**src/rtl/amo_rmw_unit_pkg.sv**
```systemverilog
// amo_rmw_unit_pkg: shared AMO request/response types, the RMW FSM states and constants for amo_rmw_unit
package amo_rmw_unit_pkg;
    localparam int unsigned DEF_PLEN = 56;
    localparam logic [1:0] SIZE_D = 2'b11;
    localparam logic [63:0] AMO_SC_FAIL = 64'd1;
    typedef enum logic [3:0] {
        AMO_NONE = 4'd0, AMO_LR, AMO_SC, AMO_SWAP, AMO_ADD, AMO_AND, AMO_OR,
        AMO_XOR, AMO_MAX, AMO_MAXU, AMO_MIN, AMO_MINU
    } amo_t;
    typedef struct packed {
        logic        req;
        amo_t        amo_op;
        logic [1:0]  size;
        logic [63:0] operand_a;
        logic [63:0] operand_b;
    } amo_req_t;
    typedef struct packed {
        logic        ack;
        logic [63:0] result;
    } amo_resp_t;
    typedef enum logic [2:0] {IDLE, READ, READ_WAIT, WRITE, ACK} amo_rmw_state_e;
endpackage

```
**src/rtl/amo_alu.sv**
```systemverilog
// amo_alu: combinational AMO modify step; W ops work on the low 32 bits and replicate the result into both halves
// Ports: op/size select the operation, old is the current memory value, operand is the AMO data, new_value is lane-ready write data.
module amo_alu import amo_rmw_unit_pkg::*; (
    input  amo_t        op,
    input  logic [1:0]  size,
    input  logic [63:0] old,
    input  logic [63:0] operand,
    output logic [63:0] new_value
);
    logic is_w;
    logic lt_s;
    logic lt_u;
    logic [63:0] a;
    logic [63:0] b;
    logic [63:0] r;
    // Sign-extending both W operands keeps signed and unsigned ordering identical to a 32-bit compare.
    always_comb begin
        is_w = size != SIZE_D;
        a = is_w ? {{32{old[31]}}, old[31:0]} : old;
        b = is_w ? {{32{operand[31]}}, operand[31:0]} : operand;
        lt_s = $signed(a) < $signed(b);
        lt_u = a < b;
        case (op)
            AMO_ADD:  r = a + b;
            AMO_AND:  r = a & b;
            AMO_OR:   r = a | b;
            AMO_XOR:  r = a ^ b;
            AMO_MAX:  r = lt_s ? b : a;
            AMO_MAXU: r = lt_u ? b : a;
            AMO_MIN:  r = lt_s ? a : b;
            AMO_MINU: r = lt_u ? a : b;
            default:  r = b;
        endcase
        new_value = is_w ? {r[31:0], r[31:0]} : r;
    end
endmodule

```
**src/rtl/amo_rmw_unit.sv**
```systemverilog
// amo_rmw_unit: memory-side AMO responder doing read-modify-write on a single-ported memory, with optional LR/SC reservation
// Ports: amo_req_i/amo_resp_o to the LSU AMO buffer; mem_* request/grant/rvalid memory port; reservation_valid_o for visibility.
// Build option: define AMO_LRSC_EN to include the LR/SC reservation; otherwise LR is a plain read and SC always fails.
module amo_rmw_unit import amo_rmw_unit_pkg::*; #(
    parameter int unsigned PLEN = DEF_PLEN
) (
    input  logic            clk_i,
    input  logic            rst_ni,
    input  amo_req_t        amo_req_i,
    output amo_resp_t       amo_resp_o,
    output logic            mem_req_o,
    output logic            mem_we_o,
    output logic [PLEN-1:0] mem_addr_o,
    output logic [63:0]     mem_wdata_o,
    output logic [7:0]      mem_be_o,
    input  logic            mem_gnt_i,
    input  logic            mem_rvalid_i,
    input  logic [63:0]     mem_rdata_i,
    output logic            reservation_valid_o
);
    amo_rmw_state_e state_q, state_d;
    amo_t op_q, op_d;
    logic [1:0] size_q, size_d;
    logic [PLEN-1:2] addr_q, addr_d;
    logic [63:0] opb_q, opb_d, wdata_q, wdata_d, result_q, result_d;
    logic [7:0] be_q, be_d;
    logic req_q, req_d, we_q, we_d, ack_q, ack_d, hold_q, hold_d;
    logic is_w_in, lane_in, is_rmw_in, accept, sc_ok, is_w_q;
    logic [7:0] be_in;
    logic [31:0] lane_word;
    logic [63:0] old_ext, new_value;
    logic unused_addr_bits;
    assign unused_addr_bits = ^{amo_req_i.operand_a[63:PLEN], amo_req_i.operand_a[1:0]};
    assign is_w_in = amo_req_i.size != SIZE_D;
    assign lane_in = amo_req_i.operand_a[2];
    assign be_in = !is_w_in ? 8'hFF : lane_in ? 8'hF0 : 8'h0F;
    assign is_rmw_in = amo_req_i.amo_op inside {AMO_SWAP, AMO_ADD, AMO_AND, AMO_OR, AMO_XOR,
                                                AMO_MAX, AMO_MAXU, AMO_MIN, AMO_MINU};
    // hold_q marks the cycle right after an ack, when the initiator may still be holding req.
    assign accept = state_q == IDLE && amo_req_i.req && !hold_q;
    assign is_w_q = size_q != SIZE_D;
    assign lane_word = addr_q[2] ? mem_rdata_i[63:32] : mem_rdata_i[31:0];
    assign old_ext = is_w_q ? {{32{lane_word[31]}}, lane_word} : mem_rdata_i;
    amo_alu u_alu (
        .op        (op_q),
        .size      (size_q),
        .old       (old_ext),
        .operand   (opb_q),
        .new_value (new_value)
    );
    always_comb begin
        state_d = state_q;
        op_d = op_q;
        size_d = size_q;
        addr_d = addr_q;
        opb_d = opb_q;
        req_d = req_q;
        we_d = we_q;
        wdata_d = wdata_q;
        be_d = be_q;
        result_d = result_q;
        ack_d = 1'b0;
        hold_d = 1'b0;
        case (state_q)
            IDLE: if (accept) begin
                op_d = amo_req_i.amo_op;
                size_d = amo_req_i.size;
                addr_d = amo_req_i.operand_a[PLEN-1:2];
                opb_d = amo_req_i.operand_b;
                be_d = be_in;
                if (amo_req_i.amo_op == AMO_SC) begin
                    if (sc_ok) begin
                        state_d = WRITE;
                        req_d = 1'b1;
                        we_d = 1'b1;
                        wdata_d = is_w_in ? {2{amo_req_i.operand_b[31:0]}} : amo_req_i.operand_b;
                    end else begin
                        state_d = ACK;
                        ack_d = 1'b1;
                        result_d = AMO_SC_FAIL;
                    end
                end else if (amo_req_i.amo_op == AMO_LR || is_rmw_in) begin
                    state_d = READ;
                    req_d = 1'b1;
                    we_d = 1'b0;
                end else begin
                    state_d = ACK;
                    ack_d = 1'b1;
                    result_d = '0;
                end
            end
            READ: if (mem_gnt_i) begin
                req_d = 1'b0;
                state_d = READ_WAIT;
            end
            READ_WAIT: if (mem_rvalid_i) begin
                result_d = old_ext;
                if (op_q == AMO_LR) begin
                    state_d = ACK;
                    ack_d = 1'b1;
                end else begin
                    state_d = WRITE;
                    req_d = 1'b1;
                    we_d = 1'b1;
                    wdata_d = new_value;
                end
            end
            WRITE: if (mem_gnt_i) begin
                req_d = 1'b0;
                we_d = 1'b0;
                state_d = ACK;
                ack_d = 1'b1;
                result_d = op_q == AMO_SC ? '0 : result_q;
            end
            ACK: begin
                state_d = IDLE;
                hold_d = 1'b1;
            end
            default: state_d = IDLE;
        endcase
    end
    always_ff @(posedge clk_i or negedge rst_ni) begin
        if (!rst_ni) begin
            state_q <= IDLE;
            op_q <= AMO_NONE;
            size_q <= '0;
            addr_q <= '0;
            opb_q <= '0;
            req_q <= 1'b0;
            we_q <= 1'b0;
            wdata_q <= '0;
            be_q <= '0;
            result_q <= '0;
            ack_q <= 1'b0;
            hold_q <= 1'b0;
        end else begin
            state_q <= state_d;
            op_q <= op_d;
            size_q <= size_d;
            addr_q <= addr_d;
            opb_q <= opb_d;
            req_q <= req_d;
            we_q <= we_d;
            wdata_q <= wdata_d;
            be_q <= be_d;
            result_q <= result_d;
            ack_q <= ack_d;
            hold_q <= hold_d;
        end
    end
`ifdef AMO_LRSC_EN
    logic res_valid_q, res_valid_d, res_w_q, res_w_d, res_lane_q, res_lane_d, addr_match;
    logic [PLEN-1:3] res_addr_q, res_addr_d;
    always_comb begin
        addr_match = res_valid_q && res_addr_q == amo_req_i.operand_a[PLEN-1:3];
        sc_ok = addr_match && res_w_q == is_w_in && (!is_w_in || res_lane_q == lane_in);
        res_valid_d = res_valid_q;
        res_w_d = res_w_q;
        res_lane_d = res_lane_q;
        res_addr_d = res_addr_q;
        if (accept && (amo_req_i.amo_op == AMO_SC || (is_rmw_in && addr_match))) res_valid_d = 1'b0;
        if (state_q == READ_WAIT && mem_rvalid_i && op_q == AMO_LR) begin
            res_valid_d = 1'b1;
            res_w_d = is_w_q;
            res_lane_d = addr_q[2];
            res_addr_d = addr_q[PLEN-1:3];
        end
    end
    always_ff @(posedge clk_i or negedge rst_ni) begin
        if (!rst_ni) begin
            res_valid_q <= 1'b0;
            res_w_q <= 1'b0;
            res_lane_q <= 1'b0;
            res_addr_q <= '0;
        end else begin
            res_valid_q <= res_valid_d;
            res_w_q <= res_w_d;
            res_lane_q <= res_lane_d;
            res_addr_q <= res_addr_d;
        end
    end
    assign reservation_valid_o = res_valid_q;
`else
    assign sc_ok = 1'b0;
    assign reservation_valid_o = 1'b0;
`endif
    assign amo_resp_o.ack = ack_q;
    assign amo_resp_o.result = result_q;
    assign mem_req_o = req_q;
    assign mem_we_o = we_q;
    assign mem_addr_o = {addr_q[PLEN-1:3], 3'b000};
    assign mem_wdata_o = wdata_q;
    assign mem_be_o = be_q;
endmodule

```
**config.mk**
```make
export PLATFORM = sky130hd
export DESIGN_NAME = amo_rmw_unit
export DESIGN_NICKNAME = d
export VERILOG_FILES = /design/src/rtl/amo_rmw_unit_pkg.sv /design/src/rtl/amo_alu.sv /design/src/rtl/amo_rmw_unit.sv
export SDC_FILE = /design/constraint.sdc
export NUM_CORES = 1
export LEC_CHECK = 0
export BUFFER_PORTS_ARGS = -buffer_cell sky130_fd_sc_hd__buf_2
export CELL_PAD_IN_SITES_DETAIL_PLACEMENT = 0
export CELL_PAD_IN_SITES_GLOBAL_PLACEMENT = 1
export CORE_MARGIN = 2
export CORE_UTILIZATION = 39
export CTS_CLUSTER_DIAMETER = 30
export DETAILED_ROUTE_END_ITERATION = 10
export PLACE_DENSITY = 0.81
export SLEW_MARGIN = 20
export SYNTH_ARGS = -nofsm -noshare
export SYNTH_HDL_FRONTEND = slang
export SYNTH_HIERARCHICAL = 1
export SYNTH_SLANG_ARGS = --single-unit
export TNS_END_PERCENT = 5
```
**constraint.sdc**
```tcl
create_clock -name clk_i -period 5.5 [get_ports clk_i]
set_input_delay 1.1 -clock clk_i [delete_from_list [all_inputs] [get_ports clk_i]]
set_output_delay 1.1 -clock clk_i [all_outputs]
set_load 0.02 [all_outputs]
```
* Word-level counts from Yosys, hierarchy flattened *
Cells that the tools add are included.

storage, ports and cells
  output and inout bits = 196
  memories = 0
  register bits after elaboration = 267
  bits in latches = 0
  ROM bits = 0
  bits in writable memories = 0
  word-level logic and storage cells = 117
  bits of input ports = 203

operators by class
  $mul = 0
  divide/modulo/power cells = 0
  mux-type cells = 46
  equality and inequality tests = 37
  shift-type cells = 0
  bitwise gates (word level) = 4
  reductions and logical operators = 15
  magnitude comparators = 2
  add/subtract/negate cells = 1

operator list
  cell                                                                    count
  64-bit 2-to-1 mux                                                       14
  64-bit case mux with 8 select lines                                     1
  64-bit case mux with 3 select lines                                     1
  64-bit less-than comparator                                             2
  64-bit adder                                                            1
  64-bit bitwise AND                                                      1
  64-bit OR                                                               1
  64-bit bitwise XOR                                                      1
  4-bit by 3-bit equality test with 1-bit output (second input constant)  8
  4-bit equality test (second input constant)                             8
  32-bit 2-to-1 mux                                                       1
  3-bit 2-to-1 mux                                                        7
  2-bit inequality test (second input constant)                           9
  1-bit 2-to-1 mux                                                        16
  8-bit 2-to-1 mux                                                        2
  7-bit AND reduction                                                     2
  4-bit by 2-bit equality test with 1-bit output (second input constant)  3
  3-bit case mux with 4 select lines                                      1
  1-bit case mux with 3 select lines                                      3
  9-bit nonzero test                                                      1
  4-bit by 1-bit equality test with 1-bit output (second input constant)  2
  3-bit by 2-bit equality test with 1-bit output (second input constant)  2
  6-bit AND reduction                                                     1
  3-bit nonzero test                                                      2
  13 further kinds                                                        15

* Depth between registers and ports, before layout *
Gate-level depths: netlist (run 1).

  depth in word-level cells = 7
  gate-level depth with buffers = 27
  depth with buffers taken out = 20

* Cells and area by module *
The synthesis (run 1) kept the hierarchy.

modules (own cells, without submodules)
  module        cells each  sequential area each (sq um)  times used  area each (sq um)
  amo_alu       1729        0.0                           1           11146.9
  amo_rmw_unit  745         6531.3                        1           10970.5

* Worst setup path before layout (run 1) *
No wires, ideal clock.

  path type = input-to-reg
  from = in mem_rdata_i[63]
  to = reg wdata_q[58] (netlist: mem_wdata_o[58])
  slack = -0.630 ns
  cell stages on the path = 24
  buffers on the path = 5
  library setup time = 0.125 ns
  data required time = 5.375 ns
  arrival time = 6.005 ns
  path through = mux2i_1 -> a21oi_1 -> clkbuf_1 -> a31o_2 -> inv_1 -> nor2_1 -> clkbuf_1 -> buf_1 -> a21oi_1 -> inv_1 -> ha_1 -> clkbuf_1 -> or4_1 -> a21oi_1 -> o31a_1 -> or3_1 -> buf_6 -> nor3_1 -> or4_1 -> a311o_1 -> and2_1 -> o22ai_1 -> a211oi_1 -> mux2_2

between the ends
  longest elaborated chain between the ends = 7
  elaborated cells on any way between the ends = 15
  classes of those cells = 1 x add/sub; 2 x order compare; 9 x mux; 3 x bitwise

ends and longest elaborated chain
  item                                            RTL line                      text
  start, declared                                 amo_rmw_unit.sv:18            input logic [63:0] mem_rdata_i,
  32-bit 2-to-1 mux *                             amo_rmw_unit.sv:42            assign lane_word = addr_q[2] ? mem_rdata_i[63:32] : mem_rdata_i[31:0];
  64-bit 2-to-1 mux *                             amo_rmw_unit.sv:43            assign old_ext = is_w_q ? {{32{lane_word[31]}}, lane_word} : mem_rdata_i;
  net old_ext[31]                                 amo_rmw_unit.sv:31            logic [63:0] old_ext, new_value;
  64-bit 2-to-1 mux *                             amo_alu.sv:19                 a = is_w ? {{32{old[31]}}, old[31:0]} : old;
  64-bit less-than comparator (on tied branches)  amo_alu.sv:22, amo_alu.sv:21
  64-bit 2-to-1 mux (on tied branches)            n/a
  64-bit case mux with 8 select lines *           amo_alu.sv:23                 case (op)
  64-bit 2-to-1 mux *                             amo_alu.sv:34                 new_value = is_w ? {r[31:0], r[31:0]} : r;
  net new_value[58]                               amo_rmw_unit.sv:31
  end signal, assigned                            amo_rmw_unit.sv:144           wdata_q <= wdata_d;
  end, declared                                   amo_rmw_unit.sv:25            logic [63:0] opb_q, opb_d, wdata_q, wdata_d, result_q, result_d;

The timed path passes the listed nets; every way through them passes the cells marked *.
A chain may end at the register's enable or synchronous reset.

* Worst setup path in the final report (run 1) *
  from = in mem_rdata_i[63]
  to = reg wdata_q[41] (netlist: mem_wdata_o[41])

Same word-level chain as after synthesis.

==> results of run 1 <==
## logic make-up (layout without fill, tap and decap cells)
kind of cell | after synthesis | in the layout | synth area share
buffers and inverters | 409 | 1243 | 0.09023
and+or+nand+nor | 474 | 474 | 0.1061
DFF | 261 | 261 | 0.2953
other | 1 | 4 | 0.0001695
adders and majority gates | 194 | 194 | 0.1100
muxes | 229 | 229 | 0.1163
xor gates and xnor gates | 26 | 26 | 0.01114
AOI/OAI and AO/OA | 880 | 880 | 0.2707
## cells in the final DEF (no fill, tap or decap), types with 36 or more instances in the layout
| cell | synthesis | layout |
|---|---|---|
| a21o_1 | 45 | 45 |
| a21oi_1 | 272 | 253 |
| a22o_1 | 66 | 66 |
| a31o_2 | 37 | 37 |
| buf_2 | 38 | 383 |
| buf_4 | 88 | 559 |
| clkbuf_16 | 0 | 61 |
| dfrtp_1 | 261 | 261 |
| ha_1 | 192 | 181 |
| inv_1 | 151 | 147 |
| mux2_2 | 220 | 219 |
| nand2_1 | 149 | 149 |
| nor2_1 | 116 | 110 |
| o21ai_0 | 147 | 146 |
| o221ai_1 | 36 | 36 |
## metal layers
layer  global-route usage  vias to the layer above
met2               0.5366                     1152
li1                     -                    10620
met3              0.07588                      198
met4               0.1280                        4
met1               0.4644                    11820
met5                    0                        -
## how the worst min path moves through the flow
| stage | slack (ns) | endpoint | from |
|---|---|---|---|
| 6_report | 0.49 | result_q[0] | rst_ni |
| 5_1_grt | 0.50 | result_q[33] | result_q[33] |
| 4_1_cts | 0.49 | result_q[53] | result_q[53] |
| 3_5_place_dp | 0.48 | result_q[21] | result_q[21] |
| 3_3_place_gp | 0.48 | result_q[50] | result_q[50] |
| 2_1_floorplan | 0.48 | addr_q[10] | addr_q[10] |
## area by class of cell
type	count	area, sq um	area share
multi-input cells	1807	14140	0.4557
repair buffers	967	6546	0.2110
flip-flops and latches	261	6531	0.2105
clock buffers	73	1642	0.05290
well taps	756	945.9	0.03048
clock inverters	43	624.3	0.02012
inverters	160	600.6	0.01935
## stage by stage
step           worst slack [ns]  instance area [sq um]  std cells
4_1_cts                -0.05507                  30610       4062
3_3_place_gp             -1.008                  28190       3941
6_report                0.03028                  31030       4067
3_5_place_dp             -1.076                  28190       3941
5_1_grt                -0.06465                  31030       4067
2_1_floorplan          -0.01143                  22210       2477
## critical path, cell delays in order
cell,delay [ns]
buf_2,0.11
mux2i_1,0.17
a21oi_2,0.08
a31o_2,0.24
inv_2,0.08
nor2_4,0.07
buf_12,0.15
buf_4,0.14
a21oi_2,0.10
buf_4,0.18
inv_2,0.07
ha_4,0.27
nor2b_1,0.04
o211ai_1,0.20
a21boi_1,0.12
o31a_1,0.39
buf_4,0.18
nor3_4,0.29
nand2_4,0.12
o31ai_4,0.31
and2_4,0.30
buf_4,0.26
buf_4,0.19
o221ai_1,0.13
o211a_1,0.16
a221o_1,0.26
mux2_2,0.27
## repair_timing
action	CTS	global route
resized for setup	21	67
gates cloned	0	0
buffers inserted	5	6
pin swaps	7	25
endpoints found under the setup margin	45	59
## sequential cells by signal, summed over array words and instances, names as in the netlist
signal / flops
mem_wdata_o: 64
opb_q: 64
result_q: 64
addr_q: 54
op_q: 4
state_q: 3
mem_be_o: 2
size_q: 2
ack_q: 1
hold_q: 1
mem_req_o: 1
mem_we_o: 1
==> reports/metrics.cfg, run 1 <==
[die]
floorplan.core_area_sq_um = 56280
dieHeight_microns = 242.1
die-area_sq_um = 58630
fp.dieW_microns = 242.1
initial_core_util = 0.3930
io_count = 399
row_count = 87

[synthesis]
synthArstFlopShare = 1.000
cell_count_after_synthesis = 2474
synth.cell_area_sq_um = 22120
syn_avg_cell_area_sq_um = 8.940
yosys.area.top_type_share = 0.2953
synth_area_leaders = dfrtp_1, mux2_2, ha_1
postSynthRegisterBits = 261
synth_common_cells = a21oi_1, dfrtp_1, mux2_2
yosys_warnings = 6
dominantRegCellSynth = dfrtp_1
synth.distinct_cells = 94
yosysTopAreaCell = dfrtp_1
synth-seq-area-share = 0.2953
synth_most_common_cell = a21oi_1
synth_edf_count = 0

[critical_path]
crit-reg2reg-capture = mem_wdata_o[60]
critical_path.endpoint_type = register
startpoint_type = input port
r2r.worst_path.cells = 21
endpoint = mem_wdata_o[41]
critical_path_class = input port to register
launch_instance_of_the_worst_register_to_register_path = size_q[0]
cp_max_fo = 12
flop2flop_setup_slack_ns = 0.09
worst-endpoint-required_ns = 6.03
setup.worst_path.start = mem_rdata_i[63]
timing.critical_path.arrival_ns = 6.00

[timing]
setup_viol_count_final = 0
sum_of_negative_setup_slack_ns = 0
timing.max_slew.rel_slack = 0.3019
hold_slack_ns = 0.4875
timing_max_transition_violations_final = 0
period_share = 0.9945
worst-slew-pin-transition_ns = 1.044
max_freq_mhz = 182.8
layout_min_cycle_time_ns = 5.470
grt_setup_unrepaired = true
timing_hold_violations_final = 0
finalClockSkew_ns = 0.05961

[worst_hold_path]
min-delay-path-class = input port to async pin

[cts]
max-clock-path-buffers = 3
cts_tree = built
clkSinkCount = 261
insertion_delay_ns = 0.65
path_clk_slew_ns = 0.05
clk_root_buffer_cell = clkbuf_16
cts_hold_buf = 0
cts_max_level = 2
cts-buffers-inserted = 61

[grt]
number_of_global_route_vias_before_repair = 23330
grt-ovfl-total = 0
grt_pass1_wl_microns = 152300
groute.usage.overall = 0.3434
grt_start_max_net_pins = 103
antenna_found_initial = 3

[run]
maxCapViolCount = 0

[detailed_routing]
routed-wl-met3_microns = 9000
via_per_inst = 5.852
wl_met1_microns = 44860
firstDrtPassIters = 6
routed_wl_microns = 104700
wl_per_cell_microns = 25.74
residual_drc = 0
highest-signal-layer = met5
ant_nets = 0
route.met2.wl_microns = 46440
first_iter_violations = 2051
dr_total_vias = 23800

[outcome]
run_status = completed

[cells_and_area]
diodes = 0
filler_cell_count = 5071
num-nets-final = 3654
core_utilization_of_the_finished_layout = 0.5514
layout-drive-gt1-share = 0.4379
area_growth_pct = 40.31

[place]
io_buffers = 384
hpwl_microns = 81510
routabilityCongestion = 0.9902

Power of run 1 is not shown: default switching activity piles up to over one toggle a cycle in this logic, so the estimate is an artifact.
==> inputs of run 2 (changes only) <==
ABC_AREA = 1   (was unset)
CORE_UTILIZATION = 37   (was 39)
PLACE_DENSITY = 0.82   (was 0.81)
RECOVER_POWER = 25   (was unset)
==> run 2 against run 1 <==
Net effect: fmax up 4.8%; critical path depth down 1; highest routed layer unchanged; the run now ends with capacitance limit, slew limit left; design area rose by 4.7%; global-route usage fell by 1.3 points; hold slack worse by 0.028 ns; synthesized cell count increased by 74%; register-to-register slack improved by 0.19 ns.
==> reports/metrics.cfg, run 2 <==
[detailed_routing]
first_iter_violations = 2820  ; +37%
ant_nets = 0  ; unchanged
via_per_inst = 5.284  ; -9.7%
residual_drc = 0  ; unchanged
firstDrtPassIters = 6  ; unchanged
dr_total_vias = 30410  ; +28%
routed_wl_microns = 121400  ; +16%
wl_per_cell_microns = 21.09  ; -18%

[cells_and_area]
finalNonFillerCells = 5755  ; +42%
core_utilization_of_the_finished_layout = 0.4715  ; -0.07994
filler_cell_count = 7453  ; +47%
commonest_non_fill_non_tap_cell_in_the_layout = nand2_1
num-nets-final = 5161  ; +41%
area_growth_pct = 25.63
layout-drive-gt1-share = 0.1708  ; -0.2672
layout.cells.most_common_list = nand2_1, nand3_1, inv_1, nor2_1, buf_2

[critical_path]
cp_max_fo = 23  ; +11
startpoint_type = register
setup.worst_path.start = size_q[0]
timing.critical_path.arrival_ns = 5.74  ; -0.26 ns
flop2flop_setup_slack_ns = 0.28  ; +0.19 ns
critical_path.endpoint_type = register
crit-reg2reg-capture = mem_wdata_o[41]
worst-endpoint-required_ns = 6.02  ; about the same
critical_path_class = register to register
r2r.worst_path.cells = 26  ; +24%
endpoint = mem_wdata_o[41]
launch_instance_of_the_worst_register_to_register_path = size_q[0]

[die]
fp.dieW_microns = 268.4  ; +11%
initial_core_util = 0.3753  ; -0.01772
io_count = 399  ; unchanged
dieHeight_microns = 268.4  ; +11%
die-area_sq_um = 72060  ; +23%
floorplan.core_area_sq_um = 68950  ; +23%
row_count = 96  ; +10%

[timing]
finalClockSkew_ns = 0.04494  ; -0.01467 ns
timing_max_transition_violations_final = 270  ; +270
layout_min_cycle_time_ns = 5.218  ; -0.2513 ns
period_share = 0.9488  ; -0.04569
timing_hold_violations_final = 0  ; unchanged
worst-slew-pin-transition_ns = 2.679  ; +1.635 ns
worst_slack_ns = 0.2816  ; +0.2513 ns
timing.max_slew.rel_slack = -0.7860  ; -1.088
grt_setup_unrepaired = false
hold_slack_ns = 0.4592  ; -0.02829 ns
max_freq_mhz = 191.6  ; +4.8%
setup_viol_count_final = 0  ; unchanged

[synthesis]
cell_count_after_synthesis = 4297  ; +74%
synth-seq-area-share = 0.2524  ; -0.04288
synth_common_cells = nand2_1, nand3_1, inv_1
synth.cell_area_sq_um = 25870  ; +17%
syn_avg_cell_area_sq_um = 6.022  ; -33%
postSynthRegisterBits = 261  ; unchanged
synth_most_common_cell = nand2_1
yosysTopAreaCell = dfrtp_1
synthArstFlopShare = 1.000  ; unchanged
synth_area_leaders = dfrtp_1, nand2_1, nand3_1
dominantRegCellSynth = dfrtp_1
synth_edf_count = 0  ; unchanged
yosys.area.top_type_share = 0.2524  ; -0.04288
yosys_warnings = 6  ; unchanged
synth.distinct_cells = 45  ; -52%

[outcome]
violations_in_the_final_reports = capacitance limit, slew limit
run_status = finished with violations

[worst_hold_path]
min-delay-path-class = register to register

[cts]
insertion_delay_ns = 0.64  ; about the same
max-clock-path-buffers = 3  ; unchanged
cts_tree = built
cts_max_level = 3  ; +1
cts-buffers-inserted = 71  ; +16%
clk_root_buffer_cell = clkbuf_16
path_clk_slew_ns = 0.04  ; about the same
clkSinkCount = 261  ; unchanged

[grt]
grt_start_max_net_pins = 113  ; +9.7%
number_of_global_route_vias_before_repair = 28760  ; +23%
grt-ovfl-total = 0  ; unchanged
groute.usage.overall = 0.3307  ; -0.01269
antenna_found_initial = 6  ; +3
grt_pass1_wl_microns = 178300  ; +17%

[place]
numPlacedInstances = 5623  ; +43%
io_buffers = 384  ; unchanged
hpwl_microns = 95520  ; +17%
routabilityCongestion = 1.070  ; +8.1%
pre_cts_slack_ns = -0.1305  ; +0.9454 ns

[run]
maxCapViolCount = 3  ; +3

==> run 2: layout make-up <==
cell class	instances	area, sq um	area share
multi-input cells	3299	16090	0.4951
well taps	931	1165	0.03584
clock inverters	41	774.5	0.02383
inverters	471	1772	0.05450
flip-flops and latches	261	6531	0.2009
clock buffers	86	1923	0.05916
diodes	5	12.51	0.0003849
repair buffers	661	4235	0.1303
==> run 2: metrics by stage <==
step	cell area (sq um)	TNS (ns)
5_1_grt	32510	0
6_report	32510	0
4_1_cts	32530	0
3_5_place_dp	29830	-2.396
3_3_place_gp	29830	-1.520
2_1_floorplan	25890	0
==> run 2: how the worst min path moves through the flow <==
stage	from	slack (ns)	end	depth (start not counted)
5_1_grt	mem_wdata_o[36]	0.48	mem_wdata_o[36]	2
6_report	addr_q[6]	0.46	addr_q[6]	2
2_1_floorplan	opb_q[32]	0.44	opb_q[32]	2
3_3_place_gp	addr_q[6]	0.45	addr_q[6]	2
4_1_cts	mem_wdata_o[40]	0.46	mem_wdata_o[40]	2
3_5_place_dp	mem_wdata_o[40]	0.45	mem_wdata_o[40]	2
==> run 2: repair_timing <==
item / CTS / global route
resized for setup: 0 / 7
hold buffers: 0 / 0
buffers inserted: 0 / 0
endpoints found under the setup margin: 0 / 49
==> run 2: worst max-delay path, stage by stage, from the launching register on <==
cell and delay, ns:
dfrtp_1 0.38, nand2_2 0.38, buf_4 0.37, o21ai_0 0.82
inv_1 0.15, ha_1 0.35, nor2_1 0.08, nand2_1 0.07
nand3_1 0.13, nand2_1 0.09, nand2_1 0.05, nand2_1 0.10
nand2_1 0.14, a21oi_2 0.20, nand2_1 0.15, buf_12 0.17
nand2_4 0.11, buf_4 0.29, nand3_1 0.11, nand3_1 0.11
nand2_1 0.05, inv_1 0.04, nand2_1 0.04, nand3_1 0.20
nand2_1 0.26, nand3_1 0.16, nand2_1 0.06
==> run 2: per-layer routing <==
metal / vias up / global-route usage / share of wire / wire length (microns)
met5: - / 0 / 0.00011 / 13
met4: 2 / 0.1974 / 0.066 / 8029
met3: 281 / 0.05744 / 0.074 / 9022
met2: 1310 / 0.5382 / 0.46 / 55640
met1: 14160 / 0.4104 / 0.40 / 48660
li1: 14660 / - / - / -
==> run 2: cells by family after synthesis <==
| group | after synthesis | synth area share |
|---|---|---|
| other | 1 | 0.0001449 |
| adder cells (fa/ha/maj) | 193 | 0.09362 |
| flip-flops | 261 | 0.2524 |
| AND/OR/NAND/NOR | 2546 | 0.4065 |
| AO/OA/AOI/OAI | 556 | 0.1193 |
| buffers and inverters | 740 | 0.1280 |
Power of run 2 is left out for the same reason.
